**config.mk**
```make
export PLATFORM = sky130hd
export DESIGN_NAME = nco_bank
export DESIGN_NICKNAME = d
export VERILOG_FILES = /design/src/rtl/nco_pkg.sv /design/src/rtl/nco_wave_shaper.sv /design/src/rtl/nco_bank.sv
export SDC_FILE = /design/constraint.sdc
export NUM_CORES = 1
export LEC_CHECK = 0
export ABC_AREA = 1
export CORE_MARGIN = 4
export CORE_UTILIZATION = 55
export DETAILED_ROUTE_END_ITERATION = 7
export GPL_TIMING_DRIVEN = 0
export MAX_ROUTING_LAYER = met4
export PLACE_DENSITY = 0.74
export REMOVE_ABC_BUFFERS = 1
export SLEW_MARGIN = 25
export SYNTH_ARGS = -nofsm -noshare
export SYNTH_HDL_FRONTEND = slang
export SYNTH_SLANG_ARGS = --single-unit
```
**constraint.sdc**
```tcl
create_clock -name clkNco -period 4.2 [get_ports clkNco]
set_clock_uncertainty 0.15 [all_clocks]
set_input_delay 0.84 -clock clkNco [delete_from_list [all_inputs] [get_ports clkNco]]
set_output_delay 0.84 -clock clkNco [all_outputs]
set_load 0.03 [all_outputs]
```
**src/rtl/nco_pkg.sv**
```systemverilog
`default_nettype none
// ============================================================================
//  Module   : nco_pkg
//  Brief    : Shared types and constants for the NCO oscillator bank.
//  Revision : 1.0 - initial release
// ============================================================================
package nco_pkg;

    typedef enum logic [1:0] {
        WAVE_SAW = 2'd0,
        WAVE_TRI = 2'd1,
        WAVE_SQR = 2'd2,
        WAVE_OFF = 2'd3
    } wave_e;

    // Low address bit selects the register within a voice.
    localparam logic REG_TW   = 1'b0;
    localparam logic REG_CTRL = 1'b1;

    typedef enum logic [1:0] {
        ST_IDLE = 2'd0,
        ST_LOAD = 2'd1,
        ST_RUN  = 2'd2
    } nco_state_e;

    localparam int         PW_W     = 8;
    localparam logic [7:0] PW_RESET = 8'h80;

endpackage
`default_nettype wire

```
**src/rtl/nco_wave_shaper.sv**
```systemverilog
`default_nettype none
// ============================================================================
//  Module   : nco_wave_shaper
//  Brief    : Combinational phase-to-sample converter shared by all voices.
//  Revision : 1.0 - initial release
// ============================================================================
module nco_wave_shaper
    import nco_pkg::*;
#(
    parameter int ACC_W = 24,
    parameter int OUT_W = 12
) (
    input  logic [ACC_W-1:0] phase,
    input  logic [1:0]       wave,
    input  logic [PW_W-1:0]  pw,
    output logic [OUT_W-1:0] sample
);

    logic [OUT_W-1:0] w_tri_base;
    logic             w_unused;

    // Bits below the triangle window never reach the output.
    assign w_unused   = ^phase[ACC_W-OUT_W-2:0];
    assign w_tri_base = phase[ACC_W-2 -: OUT_W];

    always_comb begin
        sample = '0;
        case (wave)
            WAVE_SAW: sample = phase[ACC_W-1 -: OUT_W];
            WAVE_TRI: sample = phase[ACC_W-1] ? ~w_tri_base : w_tri_base;
            WAVE_SQR: sample = (phase[ACC_W-1 -: PW_W] < pw) ? '1 : '0;
            default:  sample = '0;
        endcase
    end

endmodule
`default_nettype wire

```
**src/rtl/nco_bank.sv**
```systemverilog
`default_nettype none
// ============================================================================
//  Module   : nco_bank
//  Brief    : Time-multiplexed bank of phase-accumulator oscillators with
//             shadowed tuning/control registers and optional hard sync.
//  Revision : 1.0 - initial release
// ============================================================================
module nco_bank
    import nco_pkg::*;
#(
    parameter int NUM_VOICES = 3,
    parameter int ACC_W      = 24,
    parameter int OUT_W      = 12,
    parameter int TICK_DIV   = 20
) (
    input  logic             clkNco,
    input  logic             rstN,
    input  logic             wrEn,
    input  logic [2:0]       wrAddr,
    input  logic [ACC_W-1:0] wrData,
    output logic             wrReady,
    input  logic             syncEn,
    output logic             frameStart,
    output logic             sampleValid,
    output logic [1:0]       sampleVoice,
    output logic [OUT_W-1:0] sampleOut
);

    localparam int TICK_W = $clog2(TICK_DIV);

    generate
        if (NUM_VOICES < 1 || NUM_VOICES > 4) begin : g_bad_num_voices
            $error("nco_bank: NUM_VOICES must lie in 1..4");
        end
        if (TICK_DIV < NUM_VOICES + 2) begin : g_bad_tick_div
            $error("nco_bank: TICK_DIV must be at least NUM_VOICES+2");
        end
    endgenerate

    nco_state_e        state_q, state_d;
    logic [TICK_W-1:0] tick_q, tick_d;
    logic [1:0]        voice_q, voice_d;
    logic              wrap0_q, wrap0_d;
    logic              wr_ready_q, wr_ready_d;
    logic              frame_q, frame_d;
    logic              valid_q, valid_d;
    logic [1:0]        svoice_q, svoice_d;
    logic [OUT_W-1:0]  sout_q, sout_d;

    logic [ACC_W-1:0]  phase_q  [NUM_VOICES];
    logic [ACC_W-1:0]  phase_d  [NUM_VOICES];
    logic [ACC_W-1:0]  tw_sh_q  [NUM_VOICES];
    logic [ACC_W-1:0]  tw_sh_d  [NUM_VOICES];
    logic [ACC_W-1:0]  tw_q     [NUM_VOICES];
    logic [ACC_W-1:0]  tw_d     [NUM_VOICES];
    logic [1:0]        wave_sh_q[NUM_VOICES];
    logic [1:0]        wave_sh_d[NUM_VOICES];
    logic [1:0]        wave_q   [NUM_VOICES];
    logic [1:0]        wave_d   [NUM_VOICES];
    logic [PW_W-1:0]   pw_sh_q  [NUM_VOICES];
    logic [PW_W-1:0]   pw_sh_d  [NUM_VOICES];
    logic [PW_W-1:0]   pw_q     [NUM_VOICES];
    logic [PW_W-1:0]   pw_d     [NUM_VOICES];

    logic              w_tick_last;
    logic              w_wr_accept;
    logic [1:0]        w_wr_voice;
    logic [ACC_W-1:0]  w_cur_phase;
    logic [ACC_W-1:0]  w_cur_tw;
    logic [1:0]        w_cur_wave;
    logic [PW_W-1:0]   w_cur_pw;
    logic [ACC_W-1:0]  w_sum;
    logic              w_carry;
    logic              w_sync_zero;
    logic [ACC_W-1:0]  w_new_phase;
    logic [OUT_W-1:0]  w_shaped;

    assign w_tick_last = (tick_q == TICK_W'(TICK_DIV - 1));
    assign w_wr_accept = wrEn && wr_ready_q;
    assign w_wr_voice  = wrAddr[2:1];

    // Operand select and accumulate for the voice currently in RUN.
    always_comb begin
        w_cur_phase = '0;
        w_cur_tw    = '0;
        w_cur_wave  = WAVE_SAW;
        w_cur_pw    = '0;
        for (int v = 0; v < NUM_VOICES; v++) begin
            if (voice_q == 2'(v)) begin
                w_cur_phase = phase_q[v];
                w_cur_tw    = tw_q[v];
                w_cur_wave  = wave_q[v];
                w_cur_pw    = pw_q[v];
            end
        end
        {w_carry, w_sum} = {1'b0, w_cur_phase} + {1'b0, w_cur_tw};
        // Voice 0 always runs first, so its wrap flag is current when voice 1 runs.
        w_sync_zero = syncEn && wrap0_q && (voice_q == 2'd1);
        w_new_phase = w_sync_zero ? '0 : w_sum;
    end

    nco_wave_shaper #(
        .ACC_W (ACC_W),
        .OUT_W (OUT_W)
    ) u_shaper (
        .phase  (w_new_phase),
        .wave   (w_cur_wave),
        .pw     (w_cur_pw),
        .sample (w_shaped)
    );

    always_comb begin
        state_d   = state_q;
        tick_d    = w_tick_last ? '0 : tick_q + 1'b1;
        voice_d   = voice_q;
        wrap0_d   = wrap0_q;
        frame_d   = w_tick_last;
        valid_d   = 1'b0;
        svoice_d  = svoice_q;
        sout_d    = sout_q;
        phase_d   = phase_q;
        tw_sh_d   = tw_sh_q;
        tw_d      = tw_q;
        wave_sh_d = wave_sh_q;
        wave_d    = wave_q;
        pw_sh_d   = pw_sh_q;
        pw_d      = pw_q;

        case (state_q)
            ST_IDLE: begin
                if (w_tick_last) begin
                    state_d = ST_LOAD;
                end
            end
            ST_LOAD: begin
                tw_d    = tw_sh_q;
                wave_d  = wave_sh_q;
                pw_d    = pw_sh_q;
                wrap0_d = 1'b0;
                voice_d = '0;
                state_d = ST_RUN;
            end
            ST_RUN: begin
                for (int v = 0; v < NUM_VOICES; v++) begin
                    if (voice_q == 2'(v)) begin
                        phase_d[v] = w_new_phase;
                    end
                end
                if (voice_q == 2'd0) begin
                    wrap0_d = w_carry;
                end
                valid_d  = 1'b1;
                svoice_d = voice_q;
                sout_d   = w_shaped;
                if (voice_q == 2'(NUM_VOICES - 1)) begin
                    state_d = ST_IDLE;
                end else begin
                    voice_d = voice_q + 2'd1;
                end
            end
            default: begin
                state_d = ST_IDLE;
            end
        endcase

        // Writes land in the shadow bank; unmatched voice indices fall through.
        if (w_wr_accept) begin
            for (int v = 0; v < NUM_VOICES; v++) begin
                if (w_wr_voice == 2'(v)) begin
                    if (wrAddr[0] == REG_TW) begin
                        tw_sh_d[v] = wrData;
                    end else begin
                        wave_sh_d[v] = wrData[1:0];
                        pw_sh_d[v]   = wrData[9:2];
                    end
                end
            end
        end

        wr_ready_d = (state_d != ST_LOAD);
    end

    always_ff @(posedge clkNco or negedge rstN) begin
        if (!rstN) begin
            state_q    <= ST_IDLE;
            tick_q     <= '0;
            voice_q    <= '0;
            wrap0_q    <= 1'b0;
            wr_ready_q <= 1'b0;
            frame_q    <= 1'b0;
            valid_q    <= 1'b0;
            svoice_q   <= '0;
            sout_q     <= '0;
            for (int v = 0; v < NUM_VOICES; v++) begin
                phase_q[v]   <= '0;
                tw_sh_q[v]   <= '0;
                tw_q[v]      <= '0;
                wave_sh_q[v] <= WAVE_SAW;
                wave_q[v]    <= WAVE_SAW;
                pw_sh_q[v]   <= PW_RESET;
                pw_q[v]      <= PW_RESET;
            end
        end else begin
            state_q    <= state_d;
            tick_q     <= tick_d;
            voice_q    <= voice_d;
            wrap0_q    <= wrap0_d;
            wr_ready_q <= wr_ready_d;
            frame_q    <= frame_d;
            valid_q    <= valid_d;
            svoice_q   <= svoice_d;
            sout_q     <= sout_d;
            phase_q    <= phase_d;
            tw_sh_q    <= tw_sh_d;
            tw_q       <= tw_d;
            wave_sh_q  <= wave_sh_d;
            wave_q     <= wave_d;
            pw_sh_q    <= pw_sh_d;
            pw_q       <= pw_d;
        end
    end

    assign wrReady     = wr_ready_q;
    assign frameStart  = frame_q;
    assign sampleValid = valid_q;
    assign sampleVoice = svoice_q;
    assign sampleOut   = sout_q;

endmodule
`default_nettype wire

```
==> Word level (Yosys, flattened, before mapping) <==
Index checks and enable logic that the tools add are counted.
{ "word_totals": {"output_inout_bits": 17, "reg_bits": 303} }
{ "op_classes": {"eq_ne": 12, "n_reduce_logical": 19, "magnitude_cmp": 1, "bitwise_logic": 2, "n_mux": 25, "n_addsub": 3} }
{ "op_table": {"columns": ["operator", "n"], "rows": [
  ["two-way mux 24 bit", 7],
  ["case mux 12 bit (3 select lines)", 1],
  ["adder 24 x 24 -> 25 bit", 1],
  ["two-way mux 12 bit", 2],
  ["two-way mux 8 bit", 3],
  ["AND reduction 3 bit", 6],
  ["two-way mux 2 bit", 6],
  ["NOT 12 bit", 1],
  ["AND reduction 2 bit", 5],
  ["equality test 2 x 1 -> 1 bit, second input constant", 4],
  ["equality test 2 bit, second input constant", 4],
  ["zero test 2 bit", 4],
  ["< comparator 8 bit", 1],
  ["case mux 2 bit (3 select lines)", 1],
  ["adder 5 x 1 -> 5 bit, second input constant", 1],
  ["equality test 5 bit, second input constant", 1],
  ["two-way mux 5 bit", 1],
  ["!= test 2 bit, second input constant", 2],
  ["case mux 2 bit (2 select lines)", 1],
  ["logical AND 1 bit", 3],
  ["adder 2 x 1 -> 2 bit, second input constant", 1],
  ["two-way mux 1 bit", 2],
  ["!= test 2 x 1 -> 1 bit, second input constant", 1],
  ["case mux 1 bit (2 select lines)", 1],
  ["other kinds (2)", 2]
]} }

==> Logic depth before layout (Yosys ltp) <==
{ "logic_depth": {"word_depth": 9, "depth_mapped": 36, "depth_no_buf": 33} }

==> Modules after synthesis <==
Synthesis repeated with hierarchy kept, for this count alone.
{ "hier_totals": {"cells_unflattened": 1689, "hier_area_um2": 14802.9} }
{ "modules_own_cells": {"columns": ["module", "area_per_inst_um2", "cells_per_inst", "seq_area_each_um2", "n_inst"], "rows": [
  ["nco_bank", 14217.4, 1565, 7589.8, 1],
  ["nco_wave_shaper", 585.6, 124, 0.0, 1]
]} }

==> Least setup slack after synthesis <==
Ideal clock, no wire load.
{ "synth_path": {"kind": "flip-flop to flip-flop", "start": "register voice_q[0]", "end": "register sout_q[2] (netlist: sampleOut[2])", "setup_slack_ps": 20, "path_stages_with_launch": 31, "path_buffers": 4, "arrival_time_ps": 3913, "period_less_slack_ps": 4180, "t_required_ps": 3933, "setup_ps": 117, "path_cell_list": "dfrtp_1 inv_1 ha_1 clkbuf_1 inv_1 clkbuf_1 clkbuf_1 nor2_1 a21oi_1 ha_1 inv_1 fa_1 inv_1 nand2_1 nand2_1 and2_1 nand2_1 nand2_1 nand4_1 nand3_1 nand2_1 inv_1 nor2_1 ha_1 nand2_1 o2111a_1 nand2_2 buf_6 nand3_1 nand2_1 nand2_1"} }
{ "synth_between": {"elab_chain_cells": 9} }
{ "synth_lines": {"columns": ["item", "line_no", "rtl"], "rows": [
  ["start: declaration", "nco_bank.sv:42", "logic [1:0] voice_q, voice_d;"],
  ["start signal: assignment", "nco_bank.sv:206", "voice_q <= voice_d;"],
  ["zero test 2 bit", "nco_bank.sv:89", "if (voice_q == 2'(v)) begin"],
  ["two-way mux 24 bit (3 in series)", "nco_bank.sv:89", null],
  ["adder 24 x 24 -> 25 bit", "nco_bank.sv:96", "{w_carry, w_sum} = {1'b0, w_cur_phase} + {1'b0, w_cur_tw};"],
  ["two-way mux 24 bit *", "nco_bank.sv:99", "w_new_phase = w_sync_zero ? '0 : w_sum;"],
  ["net u_shaper.phase[22]", "nco_wave_shaper.sv:13", "input logic [ACC_W-1:0] phase,"],
  ["< comparator 8 bit *", "nco_wave_shaper.sv:31", "WAVE_SQR: sample = (phase[ACC_W-1 -: PW_W] < pw) ? '1 : '0;"],
  ["two-way mux 12 bit *", "nco_wave_shaper.sv:31", null],
  ["case mux 12 bit (3 select lines) *", "nco_wave_shaper.sv:28", "case (wave)"],
  ["end signal: assignment", "nco_bank.sv:212", "sout_q <= sout_d;"],
  ["end: declaration", "nco_bank.sv:48", "logic [OUT_W-1:0] sout_q, sout_d;"]
]} }
The timed path passes the listed nets; every way through them passes the cells marked *.
A chain may end at the register's enable or synchronous reset.

==> Worst setup path in the final report <==
{ "layout_path": {"start": "register voice_q[1]", "end": "register sout_q[7] (netlist: sampleOut[7])"} }
The elaborated chain is that of the path after synthesis.

==> reports/metrics.cfg <==
[global_routing]
track_usage_pct=27.5
grt_remaining_overflow=0
grt_pass1_vias=11500
antenna_found_initial=0
grt_pass1_wl_mm=60.5
grt_max_degree=96

[clock_tree]
cts_buffer_depth=3
clkLatencyLatePin_ps=570
cts_sinks=303
htree_levels=1
numCtsBuffers=31
clkTransAtPathRegs_ps=60
cts_root_buf=clkbuf_16
cts_tree=done

[logic_synthesis]
syn-cell-area_sq_um=14100
yosysTopAreaCell=dfrtp_1
synth_area_leaders=dfrtp_1 (53%), nand2_1 (18%), o21ai_0 (7.2%)
synth_warnings=0
ys_ff_latch=303
synth_cell_types=40
synth_area_per_cell_sq_um=8.09
ys_seq_area_share_pct=53.8
syn_inst=1744
synth_top_cell_area_share_pct=52.7

[setup_path]
worstSetupPathType=flop to flop
rr_worst_depth=26
path_max_fanout=14
cp-end-kind=flop
arrival_ps=4540
startpoint_type=flop
cp.required_ps=4550
r2r_end=sampleOut[7]
r2r_slack_ps=4
timing.rr.start=voice_q[1]

[detailed_routing]
routedWlPerCell_microns=17.6
drt-total-wl_mm=37.5
drc=0
vias=11900
vias_per_cell=5.57
drt_iter0_markers=1177
dr.pass1.iters=7
ant_nets=0

[timing]
fin_crit_sh_pct=99.9
slew_headroom_pct=47.6
layout_setup_ws_ps=3.93
finalHoldViolCount=0
finalSetupTns_ps=0
hold_ws_ps=18.3
setup_viol=0
fin_crit_ps=4200
drv_slew=0
rsz0062_at_grt=true
worstMarginPinSlew_ps=783
fmax_mhz=238

[worst_hold_path]
min_path_type=input port to async pin

[pwr]
p_per_area_nw_per_um2=664
leakagePower_nw=8.40
max-vdd-ir-drop_v=0.000487

[cells_and_area]
synthToLayoutAreaGrowth_pct=21.4
final_common_cell=nand2_1
antenna_cells=0
final_cell_mix=nand2_1 (651), dfrtp_1 (296), o21ai_0 (198), nor2_1 (88), inv_1 (78)
post-route-util_pct=68.0
fin_nets=1851
drive_above_1_share_pct=14.3
fill_cells=1977

[floorplan]
coreArea_sq_um=25200
fp.dieH_microns=168
ioPinCount=48
die_x_microns=168
die_area_sq_um=28300
row_count=58
initial_core_util_pct=56.0

[run_status]
status=complete, no violations

[place]
dp_hpwl_mm=21.9
gp_congestion=0.933
pre_cts_slack_ps=-1150
port_buffers=47

[job]
maxCapViolCount=0

==> kinds of logic (layout without fill, tap and decap cells) <==
kind of cell               after synthesis  in the layout  share of synthesized area (%)
AOI/OAI and AO/OA                      348            348                           13.3
and+or+nand+nor                        874            875                           24.6
buffers and inverters                  180            244                           4.92
adders and majority gates               36             36                           3.25
DFF                                    303            303                           53.8
xor gates and xnor gates                 3              3                          0.186
==> final cells by class <==
class / count / area, sq um / share of cell area (%)
Sequential cell: 303 / 7590 / 44.3
Timing Repair inverter: 3 / 61.3 / 0.358
Timing Repair Buffer: 94 / 1190 / 6.93
Clock inverter: 12 / 170 / 0.994
Inverter: 89 / 367 / 2.14
Clock buffer: 46 / 892 / 5.21
Multi-Input combinational cell: 1262 / 6440 / 37.6
Tap cell: 330 / 413 / 2.41
==> worst max-delay path, stage by stage (launching register included) <==
cell	delay [ps]
dfrtp_1	400
inv_2	80
ha_4	150
buf_12	100
clkinvlp_4	120
nand2_8	190
inv_16	100
a221oi_4	250
nor2_1	80
ha_1	360
a21oi_2	160
nand2_2	90
buf_4	150
a21oi_4	150
o21ai_4	100
nand2_1	90
nand2_1	60
nand2_1	80
nand2_1	90
nor2_4	180
ha_4	230
a21oi_2	110
o2111a_2	270
nand2_4	100
nand3_2	80
nand2_1	70
nand2_1	90
==> state kept, by name (all words and copies together), names as in the netlist <==
register and flops:
wrap0_q 1, tick_q 5, wave_sh_q 6, sampleOut 12, pw_q 24, voice_q 2
state_q 2, tw_sh_q 72, sampleValid 1, phase_q 72, wrReady 1, pw_sh_q 24
tw_q 72, wave_q 6, sampleVoice 2, frameStart 1
==> metrics by stage <==
| step | cells | total power [mW] | area (sq um) |
|---|---|---|---|
| after floorplan | 1653 | 6.63 | 13700 |
| after detailed placement | 2045 | 7.69 | 15100 |
| after CTS | 2132 | 10.9 | 16700 |
| after global placement | 2030 | 7.56 | 14600 |
| after global routing | 2139 | 12.2 | 17100 |
| final | 2139 | 11.4 | 17100 |
==> synth_stat cells, drive strengths merged <==
cell type and count:
xor2 2, a221o 1, o21a 2, clkbuf 77, dfstp 6, a22oi 26
and2 1, a21oi 101, a22o 1, a221oi 7, nand3b 4, nor3 4
nor4 1, inv 89, nand2 685, o21bai 2, dfrtp 297, or2 12
nand4 4, o21ai 203, ha 35, o22ai 3, xnor2 1, fa 1
nor2 107, nand2b 1, nand3 55, o211ai 1, buf 14, o2111a 1
==> how the worst max path moves through the flow <==
stage / startpoint / endpoint / cells past startpoint
2_1_floorplan: state_q[0] / voice_q[0] / 5
3_3_place_gp: rstN / frameStart / 1
5_1_grt: voice_q[1] / sampleOut[9] / 25
6_report: voice_q[1] / sampleOut[7] / 26
4_1_cts: voice_q[0] / sampleOut[7] / 32
3_5_place_dp: voice_q[1] / sampleOut[5] / 25
==> per-layer routing <==
metal / wire [microns] / part of all wire, % / vias up / global-route usage, %
li1: - / - / 5720 / -
met1: 15900 / 42 / 5700 / 36.8
met2: 17500 / 47 / 413 / 43.1
met3: 3080 / 8.2 / 83 / 5.78
met4: 1030 / 2.7 / 0 / 7.73
met5: 0 / 0 / - / -
==> where the power goes <==
| part | internal, mW | switching [mW] | total [mW] |
|---|---|---|---|
| registers | 3.70 | 0.435 | 4.14 |
| clock network | 1.71 | 1.14 | 2.85 |
| logic | 1.69 | 2.68 | 4.37 |
==> what timing repair did <==
action	in CTS	in global routing
hold buffers	0	0
gates cloned	7	0
resized for setup	78	78
pin swaps	25	44
endpoints found under the hold margin	0	0
endpoints found under the setup margin	52	12
setup buffers	22	7
Power figures use the tool's default switching activity.
